===== src/rtl/mii_checker_pkg.sv =====
// mii_checker_pkg: shared types and default character codes for the MII frame checker
package mii_checker_pkg;
  typedef enum logic [1:0] {SYNC, WAIT_START, IN_FRAME, DRAIN} state_t;
  typedef enum logic [2:0] {
    ERR_NONE    = 3'd0,
    ERR_SHORT   = 3'd1,
    ERR_LONG    = 3'd2,
    ERR_PAYLOAD = 3'd3,
    ERR_NO_EOF  = 3'd4,
    ERR_RESTART = 3'd5,
    ERR_ORPHAN  = 3'd6
  } err_code_t;
  localparam logic [7:0] IDLE_CODE_DEF  = 8'h07;
  localparam logic [7:0] START_CODE_DEF = 8'hFB;
  localparam logic [7:0] EOF_CODE_DEF   = 8'hFD;
  localparam logic [7:0] PATTERN_DEF    = 8'hAA;
  localparam int CNT_W = 13;
endpackage


===== src/rtl/mii_word_decoder.sv =====
// mii_word_decoder: classifies one MII word (control/start/EOF) and checks its payload bytes; compare active with CHECKER_PAYLOAD_CHECK_EN
module mii_word_decoder
  import mii_checker_pkg::*;
#(
  parameter int DATA_WIDTH = 64,
  parameter int CTRL_WIDTH = 8,
  parameter logic [7:0] IDLE_CODE = IDLE_CODE_DEF,
  parameter logic [7:0] START_CODE = START_CODE_DEF,
  parameter logic [7:0] EOF_CODE = EOF_CODE_DEF,
  parameter logic [7:0] DATA_PATTERN = PATTERN_DEF
) (
  input  logic [DATA_WIDTH-1:0] data_i,
  input  logic [CTRL_WIDTH-1:0] ctrl_i,
  output logic                  is_ctrl_o,
  output logic                  is_start_o,
  output logic                  is_eof_o,
  output logic                  payload_ok_o
);
  logic unused_ok;
  assign is_ctrl_o  = |ctrl_i;
  assign is_start_o = is_ctrl_o && data_i[7:0] == START_CODE;
  assign is_eof_o   = is_ctrl_o && data_i[DATA_WIDTH-1 -: 8] == EOF_CODE;
  // Idle is simply "any other control word", so its code never needs comparing.
  assign unused_ok  = ^{data_i, IDLE_CODE, DATA_PATTERN};
`ifdef CHECKER_PAYLOAD_CHECK_EN
  // Every byte lane must carry the expected pattern.
  always_comb begin
    payload_ok_o = 1'b1;
    for (int b = 0; b < DATA_WIDTH / 8; b++)
      if (data_i[b*8 +: 8] != DATA_PATTERN) payload_ok_o = 1'b0;
  end
`else
  assign payload_ok_o = 1'b1;
`endif
endmodule


===== config.mk =====
export PLATFORM = sky130hd
export DESIGN_NAME = mii_word_decoder
export DESIGN_NICKNAME = d
export VERILOG_FILES = /design/src/rtl/mii_checker_pkg.sv /design/src/rtl/mii_word_decoder.sv
export SDC_FILE = /design/constraint.sdc
export NUM_CORES = 1
export LEC_CHECK = 0
export BUFFER_PORTS_ARGS = -buffer_cell sky130_fd_sc_hd__buf_2
export CAP_MARGIN = 30
export CORE_AREA = 2 2 39 41
export DETAILED_ROUTE_END_ITERATION = 8
export DIE_AREA = 0 0 41 43
export PLACE_DENSITY = 0.67
export SYNTH_ARGS = -nofsm -noshare
export SYNTH_HDL_FRONTEND = slang
export SYNTH_SLANG_ARGS = --single-unit

===== constraint.sdc =====
create_clock -name vclk -period 0.9
set_clock_uncertainty 0.2 [all_clocks]
set_input_delay 0.045 -clock vclk [all_inputs]
set_output_delay 0.045 -clock vclk [all_outputs]
set_load 0.02 [all_outputs]

==> flow_summary.ini, run 1 <==
[cells_and_area]
design.seq.count = 0
fin_util_pct = 22.06
ff_latch_area_sq_um = 0
final_nets = 113
antennaDiodeCount = 0
clock_buffer_count = 0
drive_above_1_share_pct = 84.62
final_area_sq_um = 305.3
n_fill_cell = 150
syn2layout_area_growth_pct = 258.8

[status]
status = finished with violations
violations = negative setup slack

[timing]
finalHoldViolations = 0
setup_slack_ps = -124.3
slew_violations = 0
rsz0062_at_grt = true
whs_ps = 248.6
fin_crit_ps = 1024
finalSetupViolCount = 3
clock.fmax_mhz = 976.2
period_share_pct = 113.8

[floorplan]
initial_core_util_pct = 6.148
fp.dieH_um = 43
dieWidth_um = 41
dieArea_sq_um = 1763
top_level_ports = 76
rows = 14
core_sq_um = 1384

[worst_setup_path]
path_cells = buf_6 > nor4_4 > buf_4 > a211oi_2 > buf_4
max_stage_delay_ps = 250
critPathLaunchType = primary input
crit_type = primary input to output port
cp_num_buf_inv = 3
crit_top_cell = buf_4
worstSetupEndpointType = output port
slowest_stage = nor4_4
critPathTopFamily = buffers and inverters
crit_arrival_ps = 780
worstPathRequired_ps = 650
critPathMaxFanout = 3

[route]
first_pass_iters = 4
vias_per_cell = 3.873
drt-wirelength-per-cell_um = 10.47
wl_met3_um = 186
drt_iter0_drc = 2
vias = 213
drc = 0
wl_met2_um = 210
wl_met1_um = 179
highest_layer = met3
wirelength_um = 576
drtAntennaViolNets = 0

[power_and_ir_drop]
p_leak_nw = 0.1410
total_power_mw = 0.08997
cellPowerDensity_nw_per_um2 = 294.7
peakVddDrop_mv = 0.03911

[synth]
synthCells = 11
synth_top_area_share_pct = 29.41
post_synth.cell_area_avg_sq_um = 7.735
synth.net_count = 83
yosys-top-cells-count = a211oi_1 (2), nand4_1 (2), nand4b_1 (2), nor4_2 (2)
synth_cell_types = 7
synth_area_sq_um = 85.08
ys_warn_count = 0
synth_seq_area_share_pct = 0
yosys.area.top_type = nor4_2
synthTopCellsByArea = nor4_2 (29%), nand4b_1 (21%), a211oi_1 (18%), nand4_1 (15%), buf_4 (8.8%)

[clock_tree]
cts_setup_buffers = 0
cts_hold_buf = 0

[grt]
antenna_found_initial = 0
first_global_vias = 158
gr-total-overflow = 0
grt_max_degree = 4
gr-usage-all-layers_pct = 4.496
grt_pass1_wl_um = 552

[place]
post-place-ws_ps = -155.1
dp_hpwl_um = 483.6
dpl-instance-area_sq_um = 257.7
io_buffers = 27
gp_congestion = 0.4984

[run]
maxCapViolCount = 0

[worst_hold_path]
hold_path_class = primary input to output port
==> layer usage <==
| metal | GRT usage [%] | vias up |
|---|---|---|
| li1 | - | 102 |
| met1 | 3.481 | 85 |
| met2 | 7.813 | 26 |
| met3 | 4.712 | 0 |
| met4 | 0 | 0 |
| met5 | 0 | - |
==> logic make-up after synthesis <==
family	count (synthesis)	share of synthesized area (%)
and+or+nand+nor	7	69.11
AOI/OAI and AO/OA	2	17.64
buffers and inverters	1	8.827
other	1	4.408
==> metrics by stage <==
step | setup TNS (ps) | instances
after floorplan | 0 | 11
after global placement | -414.1 | 55
after detailed placement | -441.0 | 55
after CTS | -368.8 | 55
after global routing | -449.9 | 55
final | -338.1 | 55
==> report_power, final <==
group          total, mW  internal [mW]  switching [mW]
sequential             0              0               0
clock                  0              0               0
combinational     0.0900         0.0555          0.0345
==> cell type report <==
type,instances,area [sq um],area share (%)
well taps,16,20.02,6.557
multi-input cells,10,105.1,34.43
repair buffers,29,180.2,59.02
==> worst paths after layout <==
path / from / endpoint / slack (ps) / cells after the start
min: data_i[56] / is_eof_o / 250 / 4
max: ctrl_i[0] / is_start_o / -120 / 5
==> cell usage in the layout (no fill, tap or decap), drive strengths merged <==
master  synthesis  routed
conb            1       1
a211oi          2       2
nand2           1       1
nand4b          2       2
nor4            2       2
nand4           2       2
buf             1      29
==> tightest hold or removal path, stage by stage <==
cell and delay [ps]:
buf_2 100, nand4_1 70, a211oi_2 40, buf_4 150
==> repair_timing <==
item	in CTS	in global routing
cloned	0	0
pin swaps	4	3
gates resized for setup	7	2
setup endpoints to repair	3	3
Note: power is estimated with default switching activity, not from simulation.
==> inputs of run 2 (changes only) <==
--- a/config.mk
+++ b/config.mk
@@ -10,7 +10,7 @@
 export CORE_AREA = 2 2 39 41
 export DETAILED_ROUTE_END_ITERATION = 8
 export DIE_AREA = 0 0 41 43
-export PLACE_DENSITY = 0.67
+export PLACE_DENSITY = 0.76
 export SYNTH_ARGS = -nofsm -noshare
 export SYNTH_HDL_FRONTEND = slang
 export SYNTH_SLANG_ARGS = --single-unit
==> flow_summary.ini, run 2 (same netlist as run 1, synthesis figures left out) <==
[worst_setup_path]
worstPathRequired_ps = 650
slowest_stage = nor4_4
crit_arrival_ps = 770
crit_top_cell = buf_4
max_stage_delay_ps = 240
critPathMaxFanout = 3
critPathTopFamily = buffers and inverters
critPathLaunchType = primary input
path_cells = buf_6 > nor4_4 > buf_4 > a211oi_2 > buf_4
cp_num_buf_inv = 3
crit_type = primary input to output port
worstSetupEndpointType = output port

[cells_and_area]
drive_above_1_share_pct = 84.62
n_fill_cell = 158
syn2layout_area_growth_pct = 266.2
antennaDiodeCount = 0
multi_input_area_sq_um = 105.1
fin_cells = 55
clock_buffer_count = 0
final_common_cell = buf_2
final_cell_mix = buf_2 (20), buf_6 (5), buf_4 (4)
final_area_sq_um = 311.5
design.seq.count = 0
final_nets = 113
ff_latch_area_sq_um = 0

[timing]
whs_ps = 262.6
setup_slack_ps = -111.9
rsz0062_at_grt = true
fin_crit_ps = 1012
finalHoldViolations = 0
slew_violations = 0
clock.fmax_mhz = 988.3
finalSetupViolCount = 3
period_share_pct = 112.4
setup-tns-final_ps = -304.8

[floorplan]
core_sq_um = 1384
fp.dieH_um = 43
rows = 14
top_level_ports = 76
dieArea_sq_um = 1763
dieWidth_um = 41
initial_core_util_pct = 6.148

[clock_tree]
cts_setup_buffers = 0
cts_hold_buf = 0

[grt]
first_global_vias = 206
gr-usage-all-layers_pct = 5.994
grt_pass1_wl_um = 731
antenna_found_initial = 0
grt_max_degree = 4
gr-total-overflow = 0

[power_and_ir_drop]
cellPowerDensity_nw_per_um2 = 297.1
peakVddDrop_mv = 0.07858
p_leak_nw = 0.1431

[run]
maxCapViolCount = 0

[place]
dpl-instance-area_sq_um = 257.7
dp.cells = 55
io_buffers = 27
post-place-ws_ps = -132.0
dp_hpwl_um = 520.8
gp_congestion = 0.6840

[route]
vias = 214
drtAntennaViolNets = 0
first_pass_iters = 1
vias_per_cell = 3.891
drt-wirelength-per-cell_um = 10.04
wirelength_um = 552
drc = 0
drt_iter0_drc = 0

[status]
violations = negative setup slack
status = finished with violations

[worst_hold_path]
hold_path_class = primary input to output port
[run 2: cell counts in the layout (fill, tap and decap cells not counted)]
Identical to the previous run, type by type.
[run 2: final timing paths]
path / from / to / slack (ps) / cells after the start
max: ctrl_i[0] / is_eof_o / -110 / 5
min: data_i[56] / is_eof_o / 260 / 4
[run 2: cell type report]
class | instances | share of cell area (%)
Timing Repair Buffer | 29 | 59.84
Multi-Input combinational cell | 10 | 33.73
Tap cell | 16 | 6.426
[run 2: what timing repair did]
item	in CTS	in global routing
resized for setup	6	4
cloned	0	0
setup endpoints to repair	3	3
pin swaps	4	4
[run 2: power by group]
group / internal (mW) / switching, mW
clock: 0 / 0
combinational: 0.0581 / 0.0345
sequential: 0 / 0
[run 2: metrics by stage]
step / total power [mW] / utilization [%]
after global placement: 0.07133 / 18.63
after detailed placement: 0.07324 / 18.63
after CTS: 0.07937 / 20.34
final: 0.09256 / 22.51
after floorplan: 0.01736 / -
after global routing: 0.1004 / 22.51
[run 2: routing by layer]
metal  GRT usage [%]  up-vias  share of wire [%]  wire length, um
li1                -      102                  -                -
met1           6.013       85                 38              211
met2           12.81       27                 43              238
met3               0        0                 18              102
met4               0        0                  0                0
met5               0        -                  0                0
==> inputs of run 3 (changes only) <==
==> constraint.sdc (replaced) <==
create_clock -name vclk -period 1.1
set_clock_uncertainty 0.2 [all_clocks]
set_input_delay 0.055 -clock vclk [all_inputs]
set_output_delay 0.055 -clock vclk [all_outputs]
set_load 0.02 [all_outputs]
==> flow_summary.ini, run 3 (same netlist as run 1, synthesis figures left out) <==
[clock_tree]
cts_hold_buf = 0
cts-resized-gates = 0
cts_setup_buffers = 0

[worst_hold_path]
whs_path_depth = 4
min_to = is_eof_o
hp-start = data_i[56]
hold_path_class = primary input to output port

[worst_setup_path]
startpoint = ctrl_i[6]
crit_arrival_ps = 780
crit_top_cell = buf_4
path_cells = buf_2 > nor4_4 > buf_4 > a211oi_2 > buf_4
worstPathRequired_ps = 840
crit_type = primary input to output port
max_stage_delay_ps = 230
worstSetupEndpointType = output port
critPathLaunchType = primary input
critPathTopFamily = buffers and inverters
critPathMaxFanout = 3
cp_num_buf_inv = 3
slowest_stage = nor4_4

[timing]
finalSetupViolCount = 0
setup-tns-final_ps = 0
setup_slack_ps = 64.80
whs_ps = 264.7
clock.fmax_mhz = 966.0
finalHoldViolations = 0
fin_crit_ps = 1035
slew_violations = 0
rsz0062_at_grt = false
period_share_pct = 94.11

[cells_and_area]
antennaDiodeCount = 0
final_cell_mix = buf_2 (23), buf_4 (4)
clock_buffer_count = 0
final_common_cell = buf_2
final_nets = 113
ff_latch_area_sq_um = 0
n_fill_cell = 171
drive_above_1_share_pct = 84.62
design.seq.count = 0
syn2layout_area_growth_pct = 233.8

[grt]
antenna_found_initial = 0
grt_max_degree = 4
first_global_vias = 194
grt_pass1_wl_um = 669
gr-total-overflow = 0
gr-usage-all-layers_pct = 5.295

[run]
maxCapViolCount = 0

[power_and_ir_drop]
cellPowerDensity_nw_per_um2 = 237.6
total_power_mw = 0.06748
peakVddDrop_mv = 0.07992
p_leak_nw = 0.1337

[place]
post-place-ws_ps = 65.50
dp_hpwl_um = 486.6
io_buffers = 27
gp_congestion = 0.6105

[route]
wirelength_um = 541
drc = 0
first_pass_iters = 2
vias = 208
drtAntennaViolNets = 0
drt-wirelength-per-cell_um = 9.836
drt_iter0_drc = 1
vias_per_cell = 3.782

[floorplan]
dieWidth_um = 41
fp.dieH_um = 43
top_level_ports = 76
rows = 14
dieArea_sq_um = 1763
initial_core_util_pct = 6.148
core_sq_um = 1384

[status]
status = finished clean
==> run 3: cell types whose count changed in the layout (fill, tap and decap cells not counted) <==
cell | previous run | this run
buf_6 | 5 | 2
nor4_2 | 0 | 1
buf_2 | 20 | 23
nor4_4 | 2 | 1
==> run 3: how the worst max path moves through the flow <==
stage | end | slack [ps] | depth (start not counted)
2_1_floorplan | is_eof_o | 70 | 2
3_3_place_gp | is_eof_o | 70 | 5
3_5_place_dp | is_eof_o | 70 | 5
4_1_cts | is_eof_o | 70 | 5
5_1_grt | is_start_o | 6 | 5
6_report | is_eof_o | 60 | 5
==> run 3: power breakdown <==
group / leakage [nW] / internal [mW] / switching [mW] / total, mW
Sequential: 0 / 0 / 0 / 0
Combinational: 0.134 / 0.0421 / 0.0254 / 0.0675
Clock: 0 / 0 / 0 / 0
Total: 0.134 / 0.0421 / 0.0254 / 0.0675
==> run 3: stage by stage <==
step,utilization [%],instances,instance area (sq um)
after floorplan,-,11,85.08
after global placement,17.90,55,247.7
after detailed placement,17.90,55,247.7
after CTS,17.90,55,247.7
after global routing,20.52,55,284.0
final,20.52,55,284.0
==> run 3: layer usage <==
metal | vias to the layer above | track usage [%] | wire [um]
met2 | 22 | 10.00 | 224
met5 | - | 0 | 0
met4 | 0 | 0 | 0
li1 | 102 | - | -
met3 | 0 | 1.571 | 122
met1 | 84 | 5.696 | 194
==> run 3: layout make-up <==
class | count | area [sq um] | area share, %
repair buffers | 29 | 167.7 | 59.03
multi-input cells | 10 | 96.34 | 33.92
well taps | 16 | 20.02 | 7.048
